## src/rtl/bus_lane_splitter_if.sv

```systemverilog
// Handshake bus for bus_lane_splitter.
// Upstream/consumer side uses modport master, the splitter uses modport slave.
// Optional macro LANE_MASK_EN adds the lane_mask input.
// Signals: mode, in_valid, in_ready, in_data, out_valid, out_ready, lanes_out,
//          ser_data, ser_idx, out_last, busy [, lane_mask]
interface bus_lane_splitter_if #(
  parameter int unsigned LANES  = 8,
  parameter int unsigned LANE_W = 1
);
  localparam int unsigned IDX_W = $clog2(LANES);
  localparam int unsigned W     = LANES * LANE_W;

  logic              mode;
  logic              in_valid;
  logic              in_ready;
  logic [W-1:0]      in_data;
  logic              out_valid;
  logic              out_ready;
  logic [W-1:0]      lanes_out;
  logic [LANE_W-1:0] ser_data;
  logic [IDX_W-1:0]  ser_idx;
  logic              out_last;
  logic              busy;
`ifdef LANE_MASK_EN
  logic [LANES-1:0]  lane_mask;
`endif

  modport master (
`ifdef LANE_MASK_EN
    output lane_mask,
`endif
    output mode, in_valid, in_data, out_ready,
    input  in_ready, out_valid, lanes_out, ser_data, ser_idx, out_last, busy
  );

  modport slave (
`ifdef LANE_MASK_EN
    input  lane_mask,
`endif
    input  mode, in_valid, in_data, out_ready,
    output in_ready, out_valid, lanes_out, ser_data, ser_idx, out_last, busy
  );
endinterface

```

## src/rtl/bus_lane_splitter.sv

```systemverilog
// Parametrised lane splitter: accepts LANES x LANE_W words over valid/ready and
// presents them either whole (parallel, one beat) or one lane per beat (serial).
// Ports: clk, rst_n (synchronous, active-low), bus (bus_lane_splitter_if.slave).
// Optional macro LANE_MASK_EN: per-word lane_mask skips disabled lanes in serial
// mode and zeroes them on lanes_out.
// The LANES/LANE_W parameters must match those of the connected interface.
module bus_lane_splitter #(
  parameter int unsigned LANES  = 8,
  parameter int unsigned LANE_W = 1
) (
  input  logic               clk,
  input  logic               rst_n,
  bus_lane_splitter_if.slave bus
);
  localparam int unsigned IDX_W = $clog2(LANES);
  localparam int unsigned W     = LANES * LANE_W;

  typedef enum logic [1:0] {IDLE, HOLD, SHIFT} state_t;

  state_t            state_q, state_d;
  logic [W-1:0]      word_q, word_in;
  logic [LANES-1:0]  mask_in, mask_q;
  logic [IDX_W-1:0]  ser_idx_q, last_idx_q;
  logic [IDX_W-1:0]  first_idx, hi_idx, nxt_idx;
  logic [LANE_W-1:0] ser_data_q;
  logic [LANE_W-1:0] in_lane [LANES];
  logic [LANE_W-1:0] q_lane  [LANES];
  logic              out_valid, out_last, done, in_ready, accept, advance;

`ifdef LANE_MASK_EN
  assign mask_in = bus.lane_mask;
`else
  assign mask_in = '1;
`endif

  // Lane views of the incoming (masked) word and of the captured word
  for (genvar g = 0; g < LANES; g++) begin : g_lane
    assign word_in[g*LANE_W +: LANE_W] = mask_in[g] ? bus.in_data[g*LANE_W +: LANE_W]
                                                    : LANE_W'(0);
    assign in_lane[g] = word_in[g*LANE_W +: LANE_W];
    assign q_lane[g]  = word_q[g*LANE_W +: LANE_W];
  end

  // Lowest/highest enabled lane of the new word, next enabled lane of the current one
  always_comb begin
    first_idx = '0;
    hi_idx    = '0;
    nxt_idx   = ser_idx_q;
    for (int i = LANES - 1; i >= 0; i--) begin
      if (mask_in[i]) first_idx = IDX_W'(i);
      if (mask_q[i] && (IDX_W'(i) > ser_idx_q)) nxt_idx = IDX_W'(i);
    end
    for (int i = 0; i < LANES; i++) begin
      if (mask_in[i]) hi_idx = IDX_W'(i);
    end
  end

  // State register
  always_ff @(posedge clk) begin
    if (!rst_n) state_q <= IDLE;
    else        state_q <= state_d;
  end

  // Next state and beat decode; in_ready is combinational from out_ready so a
  // new word can be taken in the same cycle as the final beat
  always_comb begin
    state_d   = state_q;
    out_valid = 1'b0;
    out_last  = 1'b0;
    case (state_q)
      HOLD: begin
        out_valid = 1'b1;
        out_last  = 1'b1;
      end
      SHIFT: begin
        out_valid = 1'b1;
        out_last  = (ser_idx_q == last_idx_q);
      end
      default: ;
    endcase
    done     = out_valid && bus.out_ready && out_last;
    advance  = (state_q == SHIFT) && bus.out_ready && !out_last;
    in_ready = rst_n && ((state_q == IDLE) || done);
    accept   = in_ready && bus.in_valid;
    if (accept) begin
      // A fully masked word is absorbed without producing beats
      if (mask_in == '0)  state_d = IDLE;
      else if (bus.mode)  state_d = SHIFT;
      else                state_d = HOLD;
    end else if (done) begin
      state_d = IDLE;
    end
  end

  // Word capture and serial lane pointer
  always_ff @(posedge clk) begin
    if (!rst_n) begin
      word_q     <= '0;
      mask_q     <= '0;
      last_idx_q <= '0;
      ser_idx_q  <= '0;
      ser_data_q <= '0;
    end else if (accept) begin
      word_q     <= word_in;
      mask_q     <= mask_in;
      last_idx_q <= hi_idx;
      if (bus.mode && (mask_in != '0)) begin
        ser_idx_q  <= first_idx;
        ser_data_q <= in_lane[first_idx];
      end
    end else if (advance) begin
      ser_idx_q  <= nxt_idx;
      ser_data_q <= q_lane[nxt_idx];
    end
  end

  assign bus.in_ready  = in_ready;
  assign bus.out_valid = out_valid;
  assign bus.out_last  = out_last;
  assign bus.lanes_out = word_q;
  assign bus.ser_data  = ser_data_q;
  assign bus.ser_idx   = ser_idx_q;
  assign bus.busy      = (state_q != IDLE);
endmodule
```

## src/flat_wrapper.sv

```systemverilog
// flat-port wrapper written by rule: the top's interface ports become plain ports
module bus_lane_splitter_flat 
#(
  parameter int unsigned LANES  = 8,
  parameter int unsigned LANE_W = 1
)
  (clk, rst_n, bus_mode, bus_in_valid, bus_in_data, bus_out_ready, bus_in_ready, bus_out_valid, bus_lanes_out, bus_ser_data, bus_ser_idx, bus_out_last, bus_busy);
  bus_lane_splitter_if #(.LANES(LANES), .LANE_W(LANE_W)) bus_i ();
  input  logic clk;
  input  logic rst_n;
  input wire logic [$bits(bus_i.mode)-1:0] bus_mode;
  input wire logic [$bits(bus_i.in_valid)-1:0] bus_in_valid;
  input wire logic [$bits(bus_i.in_data)-1:0] bus_in_data;
  input wire logic [$bits(bus_i.out_ready)-1:0] bus_out_ready;
  output wire logic [$bits(bus_i.in_ready)-1:0] bus_in_ready;
  output wire logic [$bits(bus_i.out_valid)-1:0] bus_out_valid;
  output wire logic [$bits(bus_i.lanes_out)-1:0] bus_lanes_out;
  output wire logic [$bits(bus_i.ser_data)-1:0] bus_ser_data;
  output wire logic [$bits(bus_i.ser_idx)-1:0] bus_ser_idx;
  output wire logic [$bits(bus_i.out_last)-1:0] bus_out_last;
  output wire logic [$bits(bus_i.busy)-1:0] bus_busy;
  assign bus_i.mode = bus_mode;
  assign bus_i.in_valid = bus_in_valid;
  assign bus_i.in_data = bus_in_data;
  assign bus_i.out_ready = bus_out_ready;
  assign bus_in_ready = bus_i.in_ready;
  assign bus_out_valid = bus_i.out_valid;
  assign bus_lanes_out = bus_i.lanes_out;
  assign bus_ser_data = bus_i.ser_data;
  assign bus_ser_idx = bus_i.ser_idx;
  assign bus_out_last = bus_i.out_last;
  assign bus_busy = bus_i.busy;
  bus_lane_splitter #(.LANES(LANES), .LANE_W(LANE_W)) u_core (.clk(clk), .rst_n(rst_n), .bus(bus_i));
endmodule
```

## config.mk

```make
export PLATFORM = sky130hd
export DESIGN_NAME = bus_lane_splitter_flat
export DESIGN_NICKNAME = d
export VERILOG_FILES = /design/src/rtl/bus_lane_splitter_if.sv /design/src/rtl/bus_lane_splitter.sv /design/src/flat_wrapper.sv
export SDC_FILE = /design/constraint.sdc
export NUM_CORES = 1
export LEC_CHECK = 0
export CORE_MARGIN = 2
export CORE_UTILIZATION = 47
export CTS_CLUSTER_SIZE = 40
export DETAILED_ROUTE_END_ITERATION = 10
export GPL_TIMING_DRIVEN = 0
export PLACE_DENSITY = 0.83
export SETUP_SLACK_MARGIN = 0.5
export SYNTH_ARGS = -nofsm -noshare
export SYNTH_HDL_FRONTEND = slang
export SYNTH_SLANG_ARGS = --single-unit
```

## constraint.sdc

```tcl
create_clock -name clk -period 3.4 [get_ports clk]
set_input_delay 0.51 -clock clk [delete_from_list [all_inputs] [get_ports clk]]
set_output_delay 0.51 -clock clk [all_outputs]
set_load 0.01 [all_outputs]
```

==> impl_metrics.json, run 1 <==
{
  "r2r_slack_ns": 1.38,
  "grt_pass1_vias": 744,
  "dieWidth_um": 46.36,
  "start_util": 0.4938,
  "antenna_found_initial": 0,
  "drc": 0,
  "finalMaxSlewViolations": 0,
  "seq_power_share": 0.484,
  "worst_setup_path_start_kind": "register",
  "crit_required_ns": 2.89,
  "yosysUniqueCellTypes": 29,
  "worst_ep_arrival_time_ns": 2.10,
  "crit_fanout": 8,
  "ant_nets": 0,
  "drtPass1Iterations": 4,
  "setup_slack_ns": 0.7868,
  "syn_nets": 123,
  "combPwrFrac": 0.252,
  "powerDensity_nw_per_um2": 341.1,
  "worstPathCellList": "inv_1 -> ha_1 -> a211o_4 -> nand2_1 -> clkdlybuf4s50_1",
  "hold_path_class": "reg2reg",
  "clock-skew-final_ns": 0.008294,
  "diodes": 0,
  "cts-buffers-inserted": 3,
  "clockPowerShare": 0.265,
  "finalCritPeriodShare": 0.7686,
  "cts_root_buffer": "clkbuf_4",
  "nFillCells": 139,
  "reg2reg_to": "u_core.bus.ser_data",
  "cts.path.max_buffers": 2,
  "drive_gt1_frac": 0.1014,
  "worstHoldEndpoint": "u_core.bus.lanes_out[7]",
  "fmax_ghz": 0.3827,
  "vias": 871,
  "synth_flop_cell": "dfxtp_1",
  "slowest_stage": "clkdlybuf4s50_1",
  "wl_per_cell_um": 12.13,
  "final_cell_mix": "clkdlybuf4s50_1 (27), nand2_1 (26), dfxtp_1 (12), o21ai_0 (11)",
  "worstSetupPathType": "reg2out",
  "tns_ns": 0,
  "cts_tree": "yes",
  "ys_ff_latch": 15,
  "clkTransAtPathRegs_ns": 0.10,
  "grt_first_pass_wirelength_um": 3305,
  "hold_slack_ns": 0.4842,
  "maxCapViolCount": 0,
  "nets": 156,
  "overflow": 0,
  "cp-end-kind": "output port",
  "viasPerCell": 5.344,
  "routed_wl_um": 1977,
  "syn_to_final_growth_pct": 42.88,
  "grt_max_degree": 11,
  "fin_crit_ns": 2.613,
  "final_common_cell": "clkdlybuf4s50_1",
  "postSynthAreaPerCell_um2": 7.956,
  "worstReg2RegStart": "u_core.bus.ser_idx[2]",
  "dp_slack_ns": 0.4697,
  "core_um2": 1708,
  "switching_power_mw": 0.1202,
  "gr-usage-all-layers": 0.2181,
  "switching_share": 0.2924,
  "rr_worst_depth": 7,
  "slew_headroom": 0.5893,
  "initialDrtViolationCount": 15,
  "min_from": "u_core.bus.lanes_out[7]",
  "synth-edff-count": 0,
  "outcome": "finished, final reports clean",
  "rsz0062_at_grt": "no",
  "die_area_um2": 2149,
  "worstMarginPinSlew_ns": 0.6097,
  "peakVddDrop_mv": 0.2725,
  "port_buffers": 28,
  "postSynth.asyncResetShare": 0,
  "p_leak_nw": 0.4535,
  "hold_path_depth": 2,
  "ys_seq_area_frac": 0.3561,
  "io_pins": 29,
  "finalSetupViolations": 0,
  "postCtsSetupBuffers": 0,
  "netlist_area_um2": 843.3,
  "ys.warnings.count": 0,
  "insertion_delay_ns": 0.29,
  "hold_viol": 0,
  "rows": 15,
  "cts-hold-fix-buffers": 0,
  "synthCells": 106,
  "power.internal_mw": 0.2909,
  "die_y_um": 46.36,
  "slowest_delay_ns": 0.54,
  "dp_hpwl_um": 1500,
  "ctsResizeCount": 1,
  "clock-sinks": 15,
  "gp_congestion": 0.7819,
  "h-tree-depth": 1
}
[layout make-up]
cell class / count / area [um^2] / area share
plain buffers: 3 / 17.52 / 0.01454
clock buffers: 4 / 26.28 / 0.02181
inverters: 5 / 18.77 / 0.01558
multi-input cells: 83 / 524.3 / 0.4351
flip-flops and latches: 15 / 304.0 / 0.2523
well taps: 25 / 31.28 / 0.02596
repair buffers: 28 / 282.8 / 0.2347
[routing by layer]
| metal | up-vias | share of wire | global-route usage |
|---|---|---|---|
| met5 | - | 0 | 0 |
| li1 | 437 | - | - |
| met2 | 27 | 0.46 | 0.3278 |
| met1 | 405 | 0.48 | 0.2962 |
| met4 | 0 | 0.011 | 0.08571 |
| met3 | 2 | 0.054 | 0.05490 |
[registers in the layout, summed over array words and instances (netlist names)]
register,flops
u_core.bus.lanes_out,8
u_core.bus.ser_data,1
u_core.bus.ser_idx,3
u_core.mask_q,1
u_core.state_q,2
[critical path: cells and delay by family, from the launching register on]
| family | cells | cell delay, ns |
|---|---|---|
| flip-flops | 1 | 0.49 |
| buffers and inverters | 2 | 0.62 |
| AND/OR/NAND/NOR | 1 | 0.07 |
| adder cells (fa/ha/maj) | 1 | 0.31 |
| AO/OA/AOI/OAI | 1 | 0.32 |
[power groups by stage]
stage / clock [mW] / sequential, mW / combinational [mW]
floorplan: 0 / 0.205 / 0.0477
global placement: 0 / 0.202 / 0.101
detailed placement: 0 / 0.202 / 0.102
CTS: 0.109 / 0.198 / 0.103
global route: 0.118 / 0.201 / 0.114
finish: 0.109 / 0.199 / 0.104
[synth_stat cells (2+ instances only)]
library cell	number	area share
clkbuf_1	2	0.0089
a32oi_1	2	0.021
nor2b_1	3	0.022
and2_1	2	0.015
dfxtp_1	15	0.36
a21boi_0	4	0.036
nand2_1	26	0.12
nand3_1	4	0.024
nand4_1	4	0.030
nor2_1	5	0.022
ha_1	4	0.059
o21ai_0	11	0.065
mux2i_1	3	0.036
inv_1	5	0.022
o211ai_1	2	0.018
[cell families (layout without fill, tap and decap cells)]
group / Yosys count / in the layout / share of synthesized area
compound gates: 28 / 28 / 0.2418
fa+ha+maj: 4 / 4 / 0.05935
buf+inv: 8 / 40 / 0.04007
flops: 15 / 15 / 0.3561
mux: 4 / 4 / 0.04896
simple gates: 47 / 47 / 0.2537
[how the worst max path moves through the flow]
| stage | startpoint | to | slack, ns | cells past startpoint |
|---|---|---|---|---|
| 2_1_floorplan | u_core.state_q[0] | bus_in_ready | 1.40 | 6 |
| 3_3_place_gp | rst_n | bus_in_ready | 0.46 | 5 |
| 3_5_place_dp | rst_n | bus_in_ready | 0.47 | 5 |
| 4_1_cts | u_core.state_q[0] | bus_in_ready | 0.51 | 7 |
| 5_1_grt | u_core.bus.ser_idx[2] | bus_out_last | 0.70 | 5 |
| 6_report | u_core.bus.ser_idx[2] | bus_out_last | 0.79 | 5 |
[metrics by stage]
step           instances  power, mW  instance area (um^2)    util
6_report             163     0.4110                  1205  0.7055
5_1_grt              163     0.4325                  1205  0.7055
4_1_cts              163     0.4101                  1182  0.6923
3_5_place_dp         159     0.3046                  1155  0.6762
3_3_place_gp         159     0.3025                  1155  0.6762
2_1_floorplan        106     0.2528                 843.3       -
No activity file was read; power rests on OpenSTA's default activity.
==> run 2, diff against run 1 <==
- CORE_UTILIZATION: 47 -> 44
- PLACE_DENSITY: 0.83 -> 0.78
- clock period: 3.4 -> 2.55 ns (I/O delays scaled with it)
==> impl_metrics.json, run 2 (synthesis gave the netlist of run 1 again) <==
{
  "hold_path_class": "reg2reg",
  "rsz0062_at_grt": "yes",
  "ant_nets": 0,
  "fin_total_pwr_mw": 0.5697,
  "drc": 0,
  "crit_required_ns": 2.17,
  "grt_pass1_vias": 861,
  "start_util": 0.4780,
  "routed_wl_um": 2412,
  "final_util": 0.7362,
  "peakVddDrop_mv": 0.4153,
  "io_pins": 29,
  "cts_root_buffer": "clkbuf_4",
  "wl_per_cell_um": 13.94,
  "dp_hpwl_um": 1630,
  "worstReg2RegStart": "u_core.bus.ser_idx[1]",
  "rows": 15,
  "maxCapViolCount": 0,
  "drive_gt1_frac": 0.2365,
  "die_y_um": 47.78,
  "core_um2": 1764,
  "worstHoldEndpoint": "u_core.bus.lanes_out[1]",
  "worst_ep_arrival_time_ns": 1.73,
  "final_cell_area_um2": 1299,
  "viasPerCell": 5.416,
  "insertion_delay_ns": 0.30,
  "fin_crit_ns": 2.116,
  "overflow": 0,
  "worstSetupPathType": "reg2out",
  "finalSetupViolations": 0,
  "antenna_found_initial": 0,
  "rr_worst_depth": 7,
  "min_from": "u_core.bus.lanes_out[1]",
  "clock-sinks": 15,
  "outcome": "finished, final reports clean",
  "grt_max_degree": 11,
  "tns_ns": 0,
  "place_area_um2": 1155,
  "initialDrtViolationCount": 12,
  "worstMarginPinSlew_ns": 0.6556,
  "drtPass1Iterations": 4,
  "hold_path_depth": 2,
  "largest_reg_flops": 8,
  "die_area_um2": 2283,
  "dieWidth_um": 47.78,
  "gp_congestion": 0.8033,
  "cts-buffers-inserted": 3,
  "cp-end-kind": "output port",
  "final_cell_mix": "nand2_1 (26), clkdlybuf4s50_1 (26), buf_4 (11), o21ai_0 (11), dfxtp_1 (9)",
  "reg2reg_to": "u_core.bus.ser_data",
  "gr-usage-all-layers": 0.2327,
  "syn_to_final_growth_pct": 54.01,
  "crit_fanout": 2,
  "powerDensity_nw_per_um2": 438.7,
  "clkTransAtPathRegs_ns": 0.10,
  "grt_first_pass_wirelength_um": 3719,
  "cts_tree": "yes",
  "cts.path.max_buffers": 2,
  "finalCritPeriodShare": 0.8300,
  "h-tree-depth": 1,
  "r2r_slack_ns": 0.54,
  "fmax_ghz": 0.4725,
  "finalMaxSlewViolations": 0,
  "hold_viol": 0,
  "dp_slack_ns": -0.1686,
  "setup_slack_ns": 0.4335,
  "clock-skew-final_ns": 0.007391,
  "diodes": 0,
  "slew_headroom": 0.5583,
  "p_leak_nw": 0.4951,
  "vias": 937,
  "port_buffers": 28,
  "nets": 166,
  "worst_setup_path_start_kind": "register"
}
## run 2: changes by cell type in the layout (fill, tap and decap cells not counted), sizes merged
cell / change
clkdlybuf4s50: -1
buf: +12
dlymetal6s2s: -1
clkbuf: -1
clkinvlp: +1
## run 2: report_power, final
group / total [mW] / internal [mW] / switching [mW]
Combinational: 0.159 / 0.0875 / 0.0714
Sequential: 0.262 / 0.249 / 0.0126
Clock: 0.149 / 0.0598 / 0.0891
Total: 0.570 / 0.397 / 0.173
## run 2: how the worst max path moves through the flow
stage / from / cells after the start / to / slack, ns
finish: u_core.bus.ser_idx[1] / 5 / bus_in_ready / 0.43
floorplan: u_core.state_q[0] / 6 / bus_in_ready / 0.68
global route: u_core.state_q[1] / 7 / bus_in_ready / 0.38
detailed placement: rst_n / 5 / bus_in_ready / -0.17
global placement: rst_n / 5 / bus_in_ready / -0.16
CTS: u_core.bus.ser_idx[1] / 5 / bus_in_ready / 0.41
## run 2: what timing repair did
| item | CTS | global route |
|---|---|---|
| hold buffers | 0 | 0 |
| pin swaps | 2 | 4 |
| buffers inserted | 5 | 5 |
| endpoints found under the setup margin | 3 | 7 |
| resized for setup | 21 | 4 |
## run 2: layout make-up
type	count	area, um^2
plain buffers	3	17.52
clock buffers	3	22.52
clock inverters	1	7.507
fillers	156	465.4
inverters	5	18.77
multi-input cells	83	540.5
flip-flops and latches	15	315.3
well taps	25	31.28
repair buffers	38	345.3
## run 2: per-layer routing
metal,routed length [um],up-vias,track usage
met1,1032,452,0.2975
met3,132,2,0.06792
met2,1239,27,0.3973
met4,6,0,0.03243
li1,-,456,-
met5,0,-,0
## run 2: critical path, stage by stage, from the launching register on
cell and delay [ns]:
dfxtp_4 0.35, or3_4 0.38, a211o_4 0.34, a21boi_2 0.14, o21a_1 0.11, buf_2 0.12
## run 2: through the flow
step / cells / hold WS [ns]
finish: 173 / 0.4798
global route: 173 / 0.5095
CTS: 168 / 0.4786
detailed placement: 159 / 0.4654
global placement: 159 / 0.4607
floorplan: 106 / 0.4604
